$ cat src/rtl/riscv_pkg.sv
// Shared definitions for the writeback stage of the multicycle RV32I core.
// Contents:
//   - instruction-type codes (4-bit)
//   - writeback-source select codes
//   - writeback FSM state encoding
//   - default datapath width
//   - helper: which instruction types write rd
package riscv_pkg;

  localparam int XLEN_DEF = 32;

  localparam logic [3:0] IT_R = 4'd0;
  localparam logic [3:0] IT_I = 4'd1;
  localparam logic [3:0] IT_S = 4'd2;
  localparam logic [3:0] IT_B = 4'd3;
  localparam logic [3:0] IT_U = 4'd4;
  localparam logic [3:0] IT_J = 4'd5;
  localparam logic [3:0] IT_N = 4'd7;

  localparam logic [1:0] WB_ALU = 2'd0;
  localparam logic [1:0] WB_MEM = 2'd1;
  localparam logic [1:0] WB_PC4 = 2'd2;

  localparam logic [1:0] ST_IDLE   = 2'd0;
  localparam logic [1:0] ST_LOAD   = 2'd1;
  localparam logic [1:0] ST_COMMIT = 2'd2;

  // Stores, branches, N-type and any unlisted code never write the register file.
  function automatic logic writes_rd(input logic [3:0] itype);
    return (itype == IT_R) || (itype == IT_I) || (itype == IT_U) || (itype == IT_J);
  endfunction

endpackage

$ cat src/rtl/wb_result_mux.sv
// Writeback result select (combinational).
// Ports:
//   wb_sel     - source select: ALU, MEM, PC4; code 3 falls back to ALU
//   alu_result - ALU output
//   load_data  - word returned by data memory
//   pc         - instruction PC
//   rf_wdata   - selected writeback value (pc+4 wraps modulo 2^XLEN)
module wb_result_mux
  import riscv_pkg::*;
#(
  parameter int XLEN = XLEN_DEF
) (
  input  logic [1:0]      wb_sel,
  input  logic [XLEN-1:0] alu_result,
  input  logic [XLEN-1:0] load_data,
  input  logic [XLEN-1:0] pc,
  output logic [XLEN-1:0] rf_wdata
);

  logic [XLEN-1:0] pc_plus4;

  assign pc_plus4 = pc + XLEN'(4);

  always_comb begin
    rf_wdata = alu_result;
    case (wb_sel)
      WB_MEM:  rf_wdata = load_data;
      WB_PC4:  rf_wdata = pc_plus4;
      default: rf_wdata = alu_result;
    endcase
  end

endmodule

$ cat src/rtl/writeback_stage.sv
// Writeback stage: accepts one executed instruction, optionally performs the
// data-memory read for loads, then commits the result to the register file.
// Ports:
//   clk, rst                     - clock, synchronous active-high reset
//   valid_in / ready_out         - upstream handshake (one instruction in flight)
//   instr_type, wb_sel, rd_addr,
//   alu_result, pc               - instruction fields captured on accept
//   mem_re, mem_addr             - data-memory read request / address
//   mem_rdata, mem_rvalid        - data-memory read response
//   rf_we, rf_waddr, rf_wdata    - register-file write port (addr/data 0 when rf_we=0)
//   done                         - one-cycle retire pulse
//   load_err                     - load timeout pulse
// Build option: define WB_LOAD_TIMEOUT_EN to bound the LOAD wait to
// LOAD_TIMEOUT cycles; otherwise LOAD waits forever and load_err is 0.
//
// state  | meaning
// IDLE   | ready for a new instruction
// LOAD   | read request outstanding, waiting for mem_rvalid
// COMMIT | single retire cycle: done, optional register write
module writeback_stage
  import riscv_pkg::*;
#(
  parameter int XLEN         = XLEN_DEF,
  parameter int REG_AW       = 5,
  parameter int LOAD_TIMEOUT = 16
) (
  input  logic              clk,
  input  logic              rst,
  input  logic              valid_in,
  output logic              ready_out,
  input  logic [3:0]        instr_type,
  input  logic [1:0]        wb_sel,
  input  logic [REG_AW-1:0] rd_addr,
  input  logic [XLEN-1:0]   alu_result,
  input  logic [XLEN-1:0]   pc,
  output logic              mem_re,
  output logic [XLEN-1:0]   mem_addr,
  input  logic [XLEN-1:0]   mem_rdata,
  input  logic              mem_rvalid,
  output logic              rf_we,
  output logic [REG_AW-1:0] rf_waddr,
  output logic [XLEN-1:0]   rf_wdata,
  output logic              done,
  output logic              load_err
);

  if (LOAD_TIMEOUT < 1) begin : g_bad_timeout
    $error("LOAD_TIMEOUT must be at least 1");
  end

  logic [1:0]        state;
  logic [3:0]        type_q;
  logic [1:0]        sel_q;
  logic [REG_AW-1:0] rd_q;
  logic [XLEN-1:0]   alu_q;
  logic [XLEN-1:0]   pc_q;
  logic [XLEN-1:0]   load_q;
  logic [XLEN-1:0]   mux_out;
  logic              in_load;
  logic              in_commit;
  logic              accept;
  logic              timeout;

  // Outputs are forced to their reset values while rst is high so a reset
  // landing on the commit cycle still suppresses the write and retire pulse.
  assign in_load   = (state == ST_LOAD) && !rst;
  assign in_commit = (state == ST_COMMIT) && !rst;
  assign ready_out = (state == ST_IDLE) || rst;
  assign accept    = valid_in && (state == ST_IDLE);

`ifdef WB_LOAD_TIMEOUT_EN
  localparam int CW = $clog2(LOAD_TIMEOUT + 1);
  logic [CW-1:0] wait_cnt;

  // Down-counter preloaded on accept; reaching zero without rvalid is the
  // LOAD_TIMEOUT-th LOAD cycle.
  assign timeout = in_load && !mem_rvalid && (wait_cnt == '0);

  always_ff @(posedge clk) begin
    if (rst) begin
      wait_cnt <= '0;
    end else if (accept) begin
      wait_cnt <= CW'(LOAD_TIMEOUT - 1);
    end else if (in_load && wait_cnt != '0) begin
      wait_cnt <= wait_cnt - 1'b1;
    end
  end
`else
  assign timeout = 1'b0;
`endif

  assign load_err = timeout;

  always_ff @(posedge clk) begin
    if (rst) begin
      state  <= ST_IDLE;
      type_q <= '0;
      sel_q  <= '0;
      rd_q   <= '0;
      alu_q  <= '0;
      pc_q   <= '0;
      load_q <= '0;
    end else begin
      case (state)
        ST_IDLE: begin
          if (accept) begin
            type_q <= instr_type;
            sel_q  <= wb_sel;
            rd_q   <= rd_addr;
            alu_q  <= alu_result;
            pc_q   <= pc;
            // A MEM select on a non-load never reads memory; commit 0, not stale data.
            load_q <= '0;
            state  <= (wb_sel == WB_MEM && instr_type == IT_I) ? ST_LOAD : ST_COMMIT;
          end
        end
        ST_LOAD: begin
          if (mem_rvalid) begin
            load_q <= mem_rdata;
            state  <= ST_COMMIT;
          end else if (timeout) begin
            load_q <= '0;
            state  <= ST_COMMIT;
          end
        end
        ST_COMMIT: state <= ST_IDLE;
        default:   state <= ST_IDLE;
      endcase
    end
  end

  wb_result_mux #(.XLEN(XLEN)) u_mux (
    .wb_sel     (sel_q),
    .alu_result (alu_q),
    .load_data  (load_q),
    .pc         (pc_q),
    .rf_wdata   (mux_out)
  );

  assign mem_re   = in_load;
  assign mem_addr = in_load ? alu_q : '0;
  assign done     = in_commit;
  assign rf_we    = in_commit && writes_rd(type_q) && (rd_q != '0);
  assign rf_waddr = rf_we ? rd_q : '0;
  assign rf_wdata = rf_we ? mux_out : '0;

endmodule

$ cat config.mk
export PLATFORM = sky130hd
export DESIGN_NAME = writeback_stage
export DESIGN_NICKNAME = d
export VERILOG_FILES = /design/src/rtl/riscv_pkg.sv /design/src/rtl/wb_result_mux.sv /design/src/rtl/writeback_stage.sv
export SDC_FILE = /design/constraint.sdc
export NUM_CORES = 1
export LEC_CHECK = 0
export ABC_AREA = 1
export CAP_MARGIN = 40
export CORE_AREA = 5 5 151 95
export DETAILED_ROUTE_END_ITERATION = 8
export DIE_AREA = 0 0 156 100
export GPL_TIMING_DRIVEN = 0
export PLACE_DENSITY = 0.86
export SETUP_SLACK_MARGIN = 0.3
export SYNTH_ARGS = -nofsm -noshare
export SYNTH_HDL_FRONTEND = slang
export SYNTH_SLANG_ARGS = --single-unit
$ cat constraint.sdc
create_clock -name clk -period 1.98 [get_ports clk]
set_input_delay 0.396 -clock clk [delete_from_list [all_inputs] [get_ports clk]]
set_output_delay 0.396 -clock clk [all_outputs]
set_load 0.1 [all_outputs]
==> out/summary.txt <==
Initial antenna violation count: 0
Drt first pass iters: 9
Slew headroom: 0.464
Num rows: 32
Critical path start-end classification: register to primary output
Vias per inst: 6.68
Delay-heaviest family, CP: simple AND/OR/NAND/NOR gates
Highest-delay cell along the critical path: dfxtp_2
Die span in y: 100 um
Starting Density: 0.437
Final core occ: 0.870
First-pass GRT wire length: 44.4 mm
Predominant post-synthesis flop cell: dfxtp_1
Global route overflow: 0
Cts bufs inserted: 9
Final WS setup: -0.686 ns
Status: finished with violations
Top post-synthesis cells by area: dfxtp_1, a21oi_1, o21ai_0, nor2_1, nand2_1
Io pins: 185
Hold slack: 0.471 ns
Worst-Skew Late Latency: 0.37 ns
Failing checks: design-rule violations, negative setup slack
Post-route setup TNS: -28.70 ns
Max H-tree Level: 3
Synth warnings: 0
Ratio of final minimum period to clock period: 1.35
Synthesized area: 0.00555 mm2
Vias in the first global route: 8005
Reg power frac: 0.388
Area grow syn2layout: 99.1%
RSZ-0062 raised after global routing: true
Synth area leader: dfxtp_1
Max-capacitance violation count: 0
Layout cells sized above 1: 0.391
Sw Share: 0.370
CP peak stage delay: 0.45 ns
Psw: 2.40 mW
Synth Register Bits: 107
Clk pwr share: 0.296
Static leakage: 4.17 nW
Antenna Nets Post-Route: 0
Maximum clock path buffer count: 2
Layout Skew: 0.00987 ns
Vias: 8532
Largest net degree at the start of global routing: 17
Clock-pin slew on the worst setup and hold paths: 0.08 ns
Post-synth EDFFs: 0
Total power after layout: 6.49 mW
Crit. End Element: primary output
Commonest non-fill, non-tap cell in the layout: a21oi_1
DR iter-0 viols: 1916
Ant. Diodes: 0
HP Class: register to register
Placed cell count: 1269
Die area: 0.0156 mm2
Layout fillers: 509
Worst-Margin Slew: 0.804 ns
Max-slew violations: 0
Synth cell types: 35
Gpl congestion: 0.957
Maximum clock rate: 375 MHz
IO buf count: 183
CP bufs+invs: 2
Area of the multi-input gates: 0.00411 mm2
Root Buffer: clkbuf_16
FFs w/ async S/R, synth: 0
Comb pwr share: 0.316
Die W: 156 um
Power Density: 588 mW/mm2
Worst VDD drop: 0.000628 V
Period minus WS final: 2.67 ns
Clk sinks: 107
Count of final hold-check violations: 0
Worst Path Max Fanout: 5
Cell Chain, Critical Path: nand2_2 > nor2_2 > nand2_1 > nor2_4 > buf_4 > nor2_1 > nor2_1 > nand2_1 > a21oi_4 > buf_12
Crit path arrival time: 2.27 ns
Total Nets Final: 1218
Final Setup Violations: 72
Critical path launch point type: register
Reg area: 0.00219 mm2
Syn nets: 957
Detailed Place HPWL: 19.6 mm
TritonCTS clock tree: yes
WP data required: 1.58 ns
Mapped Avg Cell Area: 6.58 um2
Most frequent cells in the layout: a21oi_1, clkdlybuf4s50_1, o21ai_0, dfxtp_1, nor2_1
DRC errors left: 24
DR WL/cell: 27.9 um
Detailed Route WL: 35.6 mm
Post-synth top area share: 0.386
Core footprint: 0.0127 mm2
Internal power: 4.09 mW
Syn Inst Count: 843
GRT Overall Usage: 0.370
Register area share after synthesis: 0.386
CTS Hold Buffers Added: 0
Final std cells w/o fill: 1278
power by group through the flow:
stage,logic [mW],clock network (mW),registers [mW]
global route,2.09,1.94,2.52
global placement,1.38,0,2.48
detailed placement,1.51,0,2.49
CTS,1.75,1.80,2.47
floorplan,0.930,0,2.45
finish,2.05,1.92,2.52
cell usage after synthesis (2+ instances only):
library cell,count
a21oi_1,142
nor2_1,132
o21ai_0,115
nand2_1,114
dfxtp_1,107
inv_1,74
nand3_1,48
clkbuf_1,32
buf_2,19
nor2_2,9
o21ai_2,7
a21oi_2,6
or2_2,4
a22o_1,3
ha_1,3
inv_2,3
nor3_1,3
and2_1,2
buf_1,2
nand2_2,2
nor2_4,2
repair_timing:
action,CTS,global route
setup buffers,28,29
endpoints found under the setup margin,79,174
gates cloned,9,0
pin swaps,49,67
resized for setup,225,140
final timing paths:
check / from / end / slack [ns] / depth (start not counted)
worst max-delay path: pc_q[10] / rf_wdata[17] / -0.69 / 10
worst min-delay path: load_q[16] / load_q[16] / 0.47 / 2
worst max register to register: state[0] / pc_q[11] / -0.14 / 7
worst min register to register: load_q[16] / load_q[16] / 0.47 / 2
tightest hold or removal path, stage by stage (launching register included):
cell and delay [ns]:
dfxtp_1 0.32, nand2_1 0.06, a21oi_1 0.05
layout make-up:
cell class | count | share of cell area
multi-input combinational | 603 | 0.372
timing repair buffer | 250 | 0.310
sequential | 107 | 0.198
buffer | 56 | 0.0463
inverter | 77 | 0.0288
clock buffer | 11 | 0.0211
tap | 170 | 0.0193
clock inverter | 4 | 0.00476
through the flow:
stage | setup slack (ns) | cell area [um2]
final | -0.686 | 11000
after global routing | -0.747 | 11000
after CTS | -0.432 | 10500
after detailed placement | -1.38 | 9690
after global placement | -1.80 | 8420
after floorplan | -0.390 | 6370
cells by family after synthesis:
family | count (synthesis) | share of synthesized area
AND/OR/NAND/NOR | 320 | 0.242
AO/OA/AOI/OAI | 278 | 0.264
buffers and inverters | 133 | 0.0992
flip-flops | 107 | 0.386
adder cells (fa/ha/maj) | 3 | 0.00676
XOR/XNOR | 1 | 0.00158
other | 1 | 0.000676
registers in the layout, summed over array words and instances (netlist names):
signal	count
rd_q	5
state	2
sel_q	2
type_q	2
load_q	32
pc_q	32
alu_q	32
per-layer routing:
layer  GRT usage  vias to the layer above  wire length (um)
li1            -                     3291                 -
met1       0.462                     3852             11600
met2       0.590                      988             14500
met3       0.101                      401              5910
met4       0.189                        0              3670
met5           0                        -                 0
Note: power is estimated with default switching activity, not from simulation.
